## src/rtl/rr_sched_pkg.sv

```systemverilog
// Shared types and helpers for the reconfigurable-region scheduler.
// Holds the FSM encoding, the "no RM loaded" marker and the bitstream address rule.
package rr_sched_pkg;

    typedef enum logic [2:0] {
        IDLE     = 3'd0,
        LOAD     = 3'd1,
        START    = 3'd2,
        WAIT     = 3'd3,
        POST_RST = 3'd4
    } state_t;

    localparam int RM_ID_W_MAX = 8;
    localparam logic [RM_ID_W_MAX-1:0] RM_INVALID = {RM_ID_W_MAX{1'b1}};

    // Segments are laid out region-major: each region owns num_rm consecutive slots.
    function automatic logic [31:0] bs_addr(
        input logic [31:0] base,
        input logic [31:0] stride,
        input logic [31:0] region,
        input logic [31:0] rm,
        input logic [31:0] num_rm
    );
        logic [31:0] seg;
        seg = region * num_rm + rm;
        return base + seg * stride;
    endfunction

endpackage

```

## src/rtl/rr_rr_arbiter.sv

```systemverilog
// Round-robin pick: first pending region at or after rr_ptr, wrapping around.
// Purely combinational.
module rr_rr_arbiter #(
    parameter int NUM_RR = 2,
    parameter int IDX_W  = 1
) (
    input  logic [NUM_RR-1:0] pending,
    input  logic [IDX_W-1:0]  rr_ptr,
    output logic [IDX_W-1:0]  grant,
    output logic              any_pending
);

    // Scan offsets 0..NUM_RR-1 from the pointer; the first hit wins.
    always_comb begin : pick
        logic [IDX_W:0]   sum_v;
        logic [IDX_W-1:0] idx_v;
        grant       = {IDX_W{1'b0}};
        any_pending = 1'b0;
        sum_v       = {(IDX_W+1){1'b0}};
        idx_v       = {IDX_W{1'b0}};
        for (int i = 0; i < NUM_RR; i++) begin
            sum_v = {1'b0, rr_ptr} + (IDX_W+1)'(i);
            if (sum_v >= (IDX_W+1)'(NUM_RR)) begin
                sum_v = sum_v - (IDX_W+1)'(NUM_RR);
            end else begin
                sum_v = sum_v;
            end
            idx_v = sum_v[IDX_W-1:0];
            if (!any_pending && pending[idx_v]) begin
                any_pending = 1'b1;
                grant       = idx_v;
            end else begin
                any_pending = any_pending;
            end
        end
    end

endmodule

```

## src/rtl/rr_reconfig_scheduler.sv

```systemverilog
// Sequences partial reconfiguration of NUM_RR regions through one icapi engine,
// isolating each region during its transfer and resetting it afterwards.
module rr_reconfig_scheduler
    import rr_sched_pkg::*;
#(
    parameter int          NUM_RR     = 2,
    parameter int          NUM_RM     = 2,
    parameter int          RM_ID_W    = 2,
    parameter logic [31:0] BS_BASE    = 32'h0,
    parameter logic [31:0] BS_STRIDE  = 32'h20,
    parameter int          RM_SIZE    = 16,
    parameter int          HDR_SIZE   = 16,
    parameter int          RST_CYCLES = 2,
    parameter int          TIMEOUT    = 1024
) (
    input  logic                        clock,
    input  logic                        rst_n,
    input  logic [NUM_RR*RM_ID_W-1:0]   rm_desired,
    output logic [NUM_RR*RM_ID_W-1:0]   rm_current,
    output logic                        rc_start,
    output logic                        rc_bop,
    output logic [31:0]                 rc_baddr,
    output logic [31:0]                 rc_bsize,
    input  logic                        rc_done,
    output logic [NUM_RR-1:0]           rr_isolate,
    output logic [NUM_RR-1:0]           rr_rst,
    output logic                        busy,
    output logic                        err_timeout,
    output logic [15:0]                 cfg_count
);

    localparam int IDX_W = (NUM_RR > 1) ? $clog2(NUM_RR) : 1;
    localparam int TMR_W = $clog2(TIMEOUT) + 1;
    localparam int PRC_W = $clog2(RST_CYCLES) + 1;
    localparam logic [RM_ID_W-1:0] RM_NONE = RM_INVALID[RM_ID_W-1:0];

    state_t                          state_r;
    state_t                          state_nxt_s;
    logic [NUM_RR-1:0][RM_ID_W-1:0]  des_s;
    logic [NUM_RR-1:0][RM_ID_W-1:0]  cur_r;
    logic [NUM_RR-1:0]               pending_s;
    logic [NUM_RR-1:0]               iso_r;
    logic [NUM_RR-1:0]               rrst_r;
    logic [IDX_W-1:0]                g_r;
    logic [IDX_W-1:0]                g_next_s;
    logic [IDX_W-1:0]                ptr_r;
    logic [IDX_W-1:0]                grant_s;
    logic                            any_s;
    logic [RM_ID_W-1:0]              rm_r;
    logic [TMR_W-1:0]                tmr_r;
    logic [PRC_W-1:0]                prc_r;
    logic                            timeout_s;
    logic                            post_done_s;
    logic                            busy_s;
    logic                            rc_start_r;
    logic                            err_r;
    logic [31:0]                     baddr_r;
    logic [31:0]                     bsize_r;
    logic [15:0]                     cnt_r;

    assign des_s = rm_desired;

    // A region wants service when its valid desired id differs from what is loaded.
    always_comb begin
        pending_s = {NUM_RR{1'b0}};
        for (int r = 0; r < NUM_RR; r++) begin
            pending_s[r] = (des_s[r] != cur_r[r]) && (32'(des_s[r]) < 32'(NUM_RM));
        end
    end

    rr_rr_arbiter #(
        .NUM_RR (NUM_RR),
        .IDX_W  (IDX_W)
    ) u_arb (
        .pending     (pending_s),
        .rr_ptr      (ptr_r),
        .grant       (grant_s),
        .any_pending (any_s)
    );

    assign timeout_s   = (tmr_r == TMR_W'(TIMEOUT - 1));
    assign post_done_s = (prc_r == PRC_W'(RST_CYCLES - 1));
    assign g_next_s    = (g_r == IDX_W'(NUM_RR - 1)) ? {IDX_W{1'b0}} : g_r + IDX_W'(1);

    // State register.
    always_ff @(posedge clock or negedge rst_n) begin
        if (!rst_n) begin
            state_r <= IDLE;
        end else begin
            state_r <= state_nxt_s;
        end
    end

    // Next-state logic; rc_done only matters while waiting on the engine.
    always_comb begin
        state_nxt_s = state_r;
        case (state_r)
            IDLE: begin
                if (any_s) state_nxt_s = LOAD;
                else       state_nxt_s = IDLE;
            end
            LOAD:  state_nxt_s = START;
            START: state_nxt_s = WAIT;
            WAIT: begin
                if (rc_done)        state_nxt_s = POST_RST;
                else if (timeout_s) state_nxt_s = IDLE;
                else                state_nxt_s = WAIT;
            end
            POST_RST: begin
                if (post_done_s) state_nxt_s = IDLE;
                else             state_nxt_s = POST_RST;
            end
            default: state_nxt_s = IDLE;
        endcase
    end

    // Output decode from the current state.
    always_comb begin
        busy_s = 1'b0;
        case (state_r)
            IDLE:    busy_s = 1'b0;
            default: busy_s = 1'b1;
        endcase
    end

    // Datapath and registered outputs; grant and RM are latched on leaving IDLE.
    always_ff @(posedge clock or negedge rst_n) begin
        if (!rst_n) begin
            cur_r      <= {NUM_RR{RM_NONE}};
            iso_r      <= {NUM_RR{1'b1}};
            rrst_r     <= {NUM_RR{1'b1}};
            g_r        <= {IDX_W{1'b0}};
            ptr_r      <= {IDX_W{1'b0}};
            rm_r       <= {RM_ID_W{1'b0}};
            tmr_r      <= {TMR_W{1'b0}};
            prc_r      <= {PRC_W{1'b0}};
            rc_start_r <= 1'b0;
            err_r      <= 1'b0;
            baddr_r    <= 32'h0;
            bsize_r    <= 32'h0;
            cnt_r      <= 16'h0;
        end else begin
            rc_start_r <= (state_r == LOAD);
            case (state_r)
                IDLE: begin
                    if (any_s) begin
                        g_r            <= grant_s;
                        rm_r           <= des_s[grant_s];
                        baddr_r        <= bs_addr(BS_BASE, BS_STRIDE, 32'(grant_s),
                                                  32'(des_s[grant_s]), 32'(NUM_RM));
                        bsize_r        <= 32'(RM_SIZE + HDR_SIZE);
                        iso_r[grant_s] <= 1'b1;
                    end
                end
                START: tmr_r <= {TMR_W{1'b0}};
                WAIT: begin
                    if (rc_done) begin
                        cur_r[g_r]  <= rm_r;
                        cnt_r       <= cnt_r + 16'd1;
                        ptr_r       <= g_next_s;
                        rrst_r[g_r] <= 1'b1;
                        prc_r       <= {PRC_W{1'b0}};
                    end else if (timeout_s) begin
                        // Marking the region empty makes it pending again for a retry.
                        err_r       <= 1'b1;
                        cur_r[g_r]  <= RM_NONE;
                        ptr_r       <= g_next_s;
                        rrst_r[g_r] <= 1'b1;
                        iso_r[g_r]  <= 1'b1;
                    end else begin
                        tmr_r <= tmr_r + TMR_W'(1);
                    end
                end
                POST_RST: begin
                    if (post_done_s) begin
                        rrst_r[g_r] <= 1'b0;
                        iso_r[g_r]  <= 1'b0;
                    end else begin
                        prc_r <= prc_r + PRC_W'(1);
                    end
                end
                default: ;
            endcase
        end
    end

    assign rm_current  = cur_r;
    assign rc_start    = rc_start_r;
    assign rc_bop      = 1'b1;
    assign rc_baddr    = baddr_r;
    assign rc_bsize    = bsize_r;
    assign rr_isolate  = iso_r;
    assign rr_rst      = rrst_r;
    assign busy        = busy_s;
    assign err_timeout = err_r;
    assign cfg_count   = cnt_r;

endmodule
```

## config.mk

```make
export PLATFORM = sky130hd
export DESIGN_NAME = rr_reconfig_scheduler
export DESIGN_NICKNAME = d
export VERILOG_FILES = /design/src/rtl/rr_sched_pkg.sv /design/src/rtl/rr_rr_arbiter.sv /design/src/rtl/rr_reconfig_scheduler.sv
export SDC_FILE = /design/constraint.sdc
export NUM_CORES = 1
export LEC_CHECK = 0
export BUFFER_PORTS_ARGS = -buffer_cell sky130_fd_sc_hd__buf_2
export CAP_MARGIN = 0
export CORE_ASPECT_RATIO = 0.6
export CORE_UTILIZATION = 40
export CTS_CLUSTER_DIAMETER = 50
export DETAILED_ROUTE_END_ITERATION = 8
export HOLD_SLACK_MARGIN = 0.03
export PLACE_DENSITY = 0.72
export SYNTH_ARGS = -nofsm -noshare
export SYNTH_HDL_FRONTEND = slang
export SYNTH_HIERARCHICAL = 1
export SYNTH_SLANG_ARGS = --single-unit
export TNS_END_PERCENT = 5
```

## constraint.sdc

```tcl
create_clock -name clock -period 2.3 [get_ports clock]
set_clock_uncertainty 0.15 [all_clocks]
set_input_delay 0.575 -clock clock [delete_from_list [all_inputs] [get_ports clock]]
set_output_delay 0.575 -clock clock [all_outputs]
set_load 0.03 [all_outputs]
```

## Word-level counts from Yosys, hierarchy flattened

Cells that the tools add are included.

- Add/sub/neg operators: 8
- Magnitude comparators: 10
- Equal/unequal tests: 16
- Multiplexer cells: 45
- Bitwise operators: 8
- Reduce and logical (&&, ||, !) cells: 19

Operator list:

| operator | count |
|---|---|
| 2-bit 2-to-1 mux | 13 |
| 11-bit 2-to-1 mux | 2 |
| 11-bit one-hot mux with 2 select lines | 1 |
| 1-bit 2-to-1 mux | 17 |
| 16-bit by 1-bit adder with 16-bit output, second input constant | 1 |
| 3-bit one-hot mux with 5 select lines | 1 |
| 2-bit inequality test, second input constant | 7 |
| 3-bit AND reduction | 4 |
| 11-bit by 1-bit adder with 11-bit output, second input constant | 1 |
| 11-bit by 10-bit == test with 1-bit output, second input constant | 1 |
| 1-bit by 2-bit less-than comparator with 1-bit output, second input constant | 4 |
| 4-bit 2-to-1 mux | 2 |
| 2-bit one-hot mux with 2 select lines | 2 |
| 3-bit by 2-bit == test with 1-bit output, second input constant | 2 |
| 3-bit 2-to-1 mux | 2 |
| 2-bit OR | 3 |
| 2-bit one-hot mux with 3 select lines | 1 |
| 2-bit AND reduction | 3 |
| 2-bit nonzero test | 3 |
| 1-bit logical AND | 5 |
| 5-bit AND reduction | 1 |
| 2-bit bitwise AND | 2 |
| 4-bit bitwise mux | 1 |
| 2-bit less-than comparator, second input constant | 2 |
| other kinds (21) | 25 |

- Flip-flop bits (word level): 74
- Input bits: 7
- Output and inout port bits: 92
- Word-level logic and storage cells: 121

## Longest topological paths before layout

Gate-level depths: netlist (run 1).

- Depth in word-level cells: 15
- Mapped depth: 8
- Depth with buffers taken out: 8

## Modules after synthesis

Netlist (run 1), hierarchy kept.

By module, submodules not included:

| module | times used | cells each | area each (µm²) | sequential area each (µm²) |
|---|---|---|---|---|
| rr_reconfig_scheduler | 1 | 284 | 2836.5 | 1236.2 |
| rr_rr_arbiter | 1 | 3 | 17.5 | 0.0 |

## Worst setup path after synthesis (run 1)

OpenSTA, ideal clock, no wires.

- Kind: flip-flop to flip-flop
- Start: reg cur_r (netlist bit rm_current[0])
- End: reg with a tool-made name
- Library setup time: 0.077 ns
- Arrival: 1.855 ns
- Setup slack: 0.219 ns
- Stages on the path, launching flop included: 9
- Path buffers: 0
- Clock period less this slack: 2.081 ns
- Path through: dfstp_2 xor2_1 nor2_1 nor2_1 or2_1 or4b_4 o211ai_2 nand3_1 a21o_1

RTL lines:

| element | line | text |
|---|---|---|
| start: declaration | rr_reconfig_scheduler.sv:40 | `logic [NUM_RR-1:0][RM_ID_W-1:0] cur_r;` |
| start signal: assignment | rr_reconfig_scheduler.sv:129 | `cur_r <= {NUM_RR{RM_NONE}};` |
| start signal: indexed assignment | rr_reconfig_scheduler.sv:158 | `cur_r[g_r] <= rm_r;` |

## Worst setup path after layout (run 1)

- Start: reg cur_r (netlist bit rm_current[0])
- End: reg iso_r[1], in the netlist rr_isolate[1]

RTL lines:

| element | line | text |
|---|---|---|
| 2-bit inequality test (*) | rr_reconfig_scheduler.sv:67 | `pending_s[r] = (des_s[r] != cur_r[r]) && (32'(des_s[r]) < 32'(NUM_RM));` |
| 1-bit logical AND (*) | rr_reconfig_scheduler.sv:67 |  |
| net pending_s[0] | rr_reconfig_scheduler.sv:41 | `logic [NUM_RR-1:0] pending_s;` |
| 1-bit 2-to-1 mux (not written as such) (2 in a row) | rr_rr_arbiter.sv:29 | `if (!any_pending && pending[idx_v]) begin` |
| 1-bit 2-to-1 mux | rr_rr_arbiter.sv:29 |  |
| 1-bit zero test | rr_rr_arbiter.sv:29 |  |
| 1-bit logical AND | rr_rr_arbiter.sv:29 |  |
| 1-bit 2-to-1 mux (*) | rr_rr_arbiter.sv:29 |  |
| net any_s | rr_reconfig_scheduler.sv:48 | `logic any_s;` |
| 2-bit inequality test (no source line) (*) | n/a |  |
| 5-bit AND reduction (no source line) (*) | n/a |  |
| end signal: assignment | rr_reconfig_scheduler.sv:130 | `iso_r <= {NUM_RR{1'b1}};` |
| end: declaration | rr_reconfig_scheduler.sv:42 | `logic [NUM_RR-1:0] iso_r;` |

The timed path passes the listed nets; every way through them passes the cells marked *. The select of a mux whose other input is x is not followed.
A chain may end at the register's enable or synchronous reset.

==> flow_metrics.env, run 1 <==
export IMPL_status="finished, violations left"
export IMPL_violations="DRC"
export IMPL_whs_ns=0.240
export IMPL_drtIter0Drc=114
export IMPL_worst_slack_ns=0.103
export IMPL_drc_errors=15
export IMPL_dp_hpwl_um=3800
export IMPL_postLayoutCellArea_um2=3060
export IMPL_crit_path_cell_trace="xor2_1 -> nor2_1 -> nor2_1 -> or2_1 -> or4b_4 -> o211ai_4 -> o211ai_1 -> a2bb2oi_1"
export IMPL_synth_edf_count=0
export IMPL_cap_violations=0
export IMPL_dr_pass1_iters=8
export IMPL_antenna_cells=0
export IMPL_placed_cell_area_um2=2890
export IMPL_power_leakage_nw=1.51
export IMPL_synth_seq_cells=49
export IMPL_cts_sinks=49
export IMPL_yosysWarnings=6
export IMPL_grt_pass1_wl_um=8670
export IMPL_vias_per_cell=4.80
export IMPL_fp_row_count=23
export IMPL_critPathBufInv=0
export IMPL_nets=335
export IMPL_synthCells=287
export IMPL_multiInputGateArea_um2=1310
export IMPL_ant_nets=0
export IMPL_hp_class="primary input to async pin"
export IMPL_drt_total_wl_um=5290
export IMPL_nFillCells=655
export IMPL_cp_required_ns=2.36
export IMPL_core_area_um2=6790
export IMPL_boundaryPins=99
export IMPL_clock_latency_ns=0.28
export IMPL_maxSlewViolCount=0
export IMPL_area_growth_pct=7.23
export IMPL_cp_top_family="simple AND/OR/NAND/NOR gates"
export IMPL_fin_crit_ns=2.20
export IMPL_die_w_um=111
export IMPL_vias=1981
export IMPL_synth_async_sr_flop_share=1.00
export IMPL_power_density_nw_per_um2=1090
export IMPL_critPathLaunchType="flop"
export IMPL_worstMarginPinSlew_ns=0.632
export IMPL_max_stage_delay_ns=0.55
export IMPL_synth_area_um2=2850
export IMPL_synth_cell_type_count=54
export IMPL_clkTransAtPathRegs_ns=0.07
export IMPL_wl_per_cell_um=12.8
export IMPL_grt_setup_unrepaired="yes"
export IMPL_finalHoldViolCount=0
export IMPL_die_h_um=67.4
export IMPL_critPathKind="flop to flop"
export IMPL_grt_max_degree=50
export IMPL_ctsHoldBuffers=0
export IMPL_place_ws_ns=-0.0193
export IMPL_crit_path_end_kind="flop"
export IMPL_tritoncts_num_buffers=5
export IMPL_tritoncts="done"
export IMPL_track_usage=0.148
export IMPL_finalCritPeriodShare=0.955
export IMPL_cts_root_buf="clkbuf_16"
export IMPL_syn_area_per_cell_um2=9.94
export IMPL_cts_buffer_depth=2
export IMPL_critPathMaxFanout=4
export IMPL_ir_drop_v=0.000621
export IMPL_gp_congestion=0.784
export IMPL_path_common_cell="nor2_1"
export IMPL_cts_max_level=2
export IMPL_start_util=0.420
export IMPL_seqCellArea_um2=1240
export IMPL_fp_dieArea_um2=7490
export IMPL_seq_area_frac_synth=0.433
export IMPL_finalSetupViolations=0
export IMPL_drive_gt1_frac=0.215
export IMPL_antenna_found_initial=0
export IMPL_io_buffers=37
export IMPL_crit_arrival_ns=2.26
export IMPL_synth_ff_type="dfrtp_1"
export IMPL_first_global_vias=1752
export IMPL_grt_overflow_total=0
export IMPL_slew_headroom=0.579
export IMPL_max_freq_ghz=0.455
export IMPL_critPathSlowestCell="dfstp_2"
[worst paths after layout]
path / from / endpoint / slack (ns) / cells past startpoint
worst max-delay path: rm_current[0] / rr_isolate[1] / 0.10 / 8
worst min-delay path: rst_n / ptr_r / 0.24 / 2
worst max register to register: rm_current[0] / rr_isolate[1] / 0.10 / 8
worst min register to register: err_timeout / err_timeout / 0.31 / 1
max in group asynchronous: rst_n / cfg_count[13] / 1.32 / 2
min in group clock: err_timeout / err_timeout / 0.31 / 1
[state kept, by name, summed over array words and instances (netlist names), named ones only]
signal and cells:
cfg_count 16, err_timeout 1, g_r 1, prc_r 2, ptr_r 1, rc_baddr 2, rc_bsize 1, rc_start 1
rm_current 4, rm_r 2, rr_isolate 2, state_r 3, tmr_r 11
[metal layers]
layer  GRT usage  share of wire  wire (µm)
met4      0.0253         0.0028         15
met1       0.215           0.51       2690
met3      0.0449          0.067        355
met5           0              0          0
met2       0.218           0.42       2230
[power by group]
| part | internal (W) | switching (W) | total [W] |
|---|---|---|---|
| registers | 0.00110 | 0.000226 | 0.00132 |
| clock network | 0.000433 | 0.000309 | 0.000742 |
| logic | 0.000436 | 0.000846 | 0.00128 |
[Yosys cell counts (3+ instances only)]
| master | n | area, µm² |
|---|---|---|
| a21o_1 | 4 | 30.0 |
| a21oi_1 | 7 | 35.0 |
| and3_1 | 5 | 31.3 |
| buf_2 | 3 | 15.0 |
| buf_4 | 64 | 480 |
| dfrtp_1 | 41 | 1030 |
| dfstp_2 | 8 | 210 |
| ha_1 | 3 | 37.5 |
| inv_1 | 9 | 33.8 |
| mux2_2 | 3 | 33.8 |
| mux2i_1 | 4 | 40.0 |
| nand2_1 | 23 | 86.3 |
| nand2b_1 | 3 | 18.8 |
| nand3_1 | 13 | 65.1 |
| nand4_1 | 6 | 37.5 |
| nor2_1 | 9 | 33.8 |
| o211ai_1 | 3 | 22.5 |
| o21ai_0 | 13 | 65.1 |
| o311ai_0 | 3 | 26.3 |
| o31ai_1 | 3 | 22.5 |
| or3_1 | 5 | 31.3 |
| xnor2_1 | 10 | 87.6 |
| xor2_1 | 7 | 61.3 |
[through the flow]
stage | cells | power, W | TNS [ns] | utilization
after CTS | 412 | 0.00334 | 0 | 0.448
after global routing | 413 | 0.00357 | -0.0320 | 0.451
after floorplan | 346 | 0.00237 | 0 | -
after detailed placement | 404 | 0.00258 | -0.0193 | 0.426
after global placement | 404 | 0.00256 | 0 | 0.426
final | 413 | 0.00335 | 0 | 0.451
[layout make-up]
type,count,area share
clock buffer,6,0.0454
clock inverter,2,0.00450
inverter,9,0.0110
multi-input combinational,218,0.427
sequential,49,0.404
tap,87,0.0356
timing repair buffer,42,0.0728
[layout by cell type (no fill, tap or decap), types with 3 or more instances in the layout]
cell type / count
and3_1: 5
a21o_1: 4
nand2b_1: 3
mux2_2: 3
nor2_1: 9
nand3_1: 13
xnor2_1: 10
dfrtp_1: 41
a21oi_1: 7
nand2_1: 23
buf_2: 37
o31ai_1: 3
o211ai_1: 3
buf_4: 5
o311ai_0: 3
mux2i_1: 4
inv_1: 9
o21ai_0: 11
ha_1: 3
conb_1: 61
clkbuf_16: 5
dfstp_2: 8
xor2_1: 7
nand4_1: 6
or3_1: 5
[cell families after synthesis]
kind of cell | after synthesis | share of synthesized area
xor gates and xnor gates | 17 | 0.0522
DFF | 49 | 0.433
other | 2 | 0.00263
muxes | 7 | 0.0259
adders and majority gates | 3 | 0.0132
buffers and inverters | 79 | 0.190
AOI/OAI and AO/OA | 45 | 0.110
and+or+nand+nor | 85 | 0.173
[what timing repair did]
action                     CTS  global route
buffers inserted             0             1
gates resized for setup      0             3
setup endpoints to repair    0             2
No activity file was read; power rests on OpenSTA's default activity.
==> run 2, diff against run 1 <==
Settings changed: CORE_UTILIZATION 40 to 50, PLACE_DENSITY 0.72 to 0.86.
==> run 2 against run 1 <==
The flow now finishes without violations. Die area is 20% lower. Wire length is 1.4% higher. Fmax is 5.0% higher. Worst hold slack worse by 0.018 ns. Final cell count is 3.1% lower. First-iteration DRC count is 71% higher. Critical endpoint unchanged. Largest cell class unchanged. Highest routed layer unchanged.
==> flow_metrics.env, run 2 (synthesis results as in run 1) <==
export IMPL_antenna_cells=0
export IMPL_cts_resized=0
export IMPL_postCtsSetupBuffers=0
export IMPL_tritoncts_num_buffers=5
export IMPL_met1_usage=0.274
export IMPL_clock_latency_ns=0.29
export IMPL_first_global_vias=1791
export IMPL_core_area_um2=5280
export IMPL_boundaryPins=99
export IMPL_met3_usage=0.0530
export IMPL_status="complete, no violations"
export IMPL_cap_violations=0
export IMPL_track_usage=0.185
export IMPL_vias_per_cell=5.12
export IMPL_fp_dieArea_um2=6020
export IMPL_grt_overflow_total=0
export IMPL_cp_required_ns=2.38
export IMPL_finalCritPeriodShare=0.910
export IMPL_tritoncts="done"
export IMPL_drtIter0Drc=195
export IMPL_power_leakage_nw=1.47
export IMPL_cts_max_level=2
export IMPL_largest_reg_flops=16
export IMPL_mostFrequentLayoutCell="conb_1"
export IMPL_ctsHoldBuffers=0
export IMPL_ant_nets=0
export IMPL_final_cell_mix="conb_1, dfrtp_1, buf_2"
export IMPL_cts_sinks=49
export IMPL_drt_total_wl_um=5360
export IMPL_worstMarginPinSlew_ns=0.624
export IMPL_dr_pass1_iters=4
export IMPL_critPathLaunchType="flop"
export IMPL_whs_ns=0.222
export IMPL_cts_root_buf="clkbuf_8"
export IMPL_fin_crit_ns=2.09
export IMPL_wl_per_cell_um=13.4
export IMPL_drc_errors=0
export IMPL_finalHoldViolCount=0
export IMPL_crit_arrival_ns=2.17
export IMPL_hp_class="primary input to async pin"
export IMPL_start_util=0.541
export IMPL_postLayoutCellArea_um2=2950
export IMPL_dp_hpwl_um=4020
export IMPL_nets=334
export IMPL_finalSetupViolations=0
export IMPL_placed_cell_area_um2=2880
export IMPL_grtUsageMet2=0.269
export IMPL_maxSlewViolCount=0
export IMPL_max_freq_ghz=0.478
export IMPL_vias=2049
export IMPL_grt_pass1_wl_um=8580
export IMPL_power_density_nw_per_um2=1030
export IMPL_grt_max_degree=50
export IMPL_clkTransAtPathRegs_ns=0.08
export IMPL_drive_gt1_frac=0.207
export IMPL_die_h_um=60.5
export IMPL_final_util=0.559
export IMPL_critPathKind="flop to flop"
export IMPL_finalSetupTns_ns=0
export IMPL_die_w_um=99.5
export IMPL_fp_row_count=20
export IMPL_critPathMaxFanout=4
export IMPL_slew_headroom=0.584
export IMPL_grt_setup_unrepaired="no"
export IMPL_ir_drop_v=0.000661
export IMPL_ff2ff_path_depth=8
export IMPL_antenna_found_initial=0
export IMPL_cts_buffer_depth=2
export IMPL_busiest_layer="met1"
export IMPL_gp_congestion=0.952
export IMPL_crit_path_end_kind="flop"
export IMPL_io_buffers=37
export IMPL_area_growth_pct=3.46
export IMPL_finalPower_w=0.00304
export IMPL_nFillCells=461
==> run 2: cell count changes in the layout (fill, tap and decap cells not counted), sizes merged <==
cell / previous run / this run
clkbuf: 6 / 5
buf: 42 / 41
clkinv: 2 / 1
==> run 2: power breakdown <==
part	switching (W)	total [W]	internal [W]
clock	0.000266	0.000467	0.000201
sequential	0.000233	0.00133	0.00110
combinational	0.000826	0.00124	0.000417
total	0.00132	0.00304	0.00172
==> run 2: layout make-up <==
cell class              count  area [µm²]  share of cell area
clock buffers               5        68.8              0.0233
well taps                  77        96.3              0.0326
clock inverters             1        5.00             0.00169
inverters                   9        33.8              0.0114
repair buffers             41         215              0.0729
flip-flops and latches     49        1240               0.419
multi-input cells         218        1300               0.439
==> run 2: routing by layer <==
metal / routed length (µm) / part of all wire / vias up
met5: 0 / 0 / -
met4: 39 / 0.0073 / 0
met3: 506 / 0.094 / 6
met2: 2330 / 0.43 / 112
met1: 2480 / 0.46 / 973
li1: - / - / 958
==> run 2: through the flow <==
| step | setup WS (ns) | instances |
|---|---|---|
| 2_1_floorplan | 0.219 | 346 |
| 3_3_place_gp | 0.114 | 394 |
| 3_5_place_dp | 0.0833 | 394 |
| 4_1_cts | 0.202 | 400 |
| 5_1_grt | 0.0136 | 400 |
| 6_report | 0.207 | 400 |
==> run 2: worst max-delay path, stage by stage (launching register included) <==
cell	delay (ns)
dfstp_2	0.56
xor2_1	0.14
nor2_1	0.06
nor2_1	0.11
or2_1	0.12
or4b_4	0.47
o211ai_2	0.13
o211ai_1	0.13
a2bb2oi_1	0.17
==> run 2: final timing paths <==
kind	from	endpoint	slack, ns
worst max-delay path	rm_current[0]	rr_isolate[1]	0.21
worst min-delay path	rst_n	cfg_count[2]	0.22
worst max register to register	rm_current[0]	rr_isolate[1]	0.21
worst min register to register	err_timeout	err_timeout	0.31
max in group asynchronous	rst_n	rc_baddr[7]	1.36
min in group clock	err_timeout	err_timeout	0.31
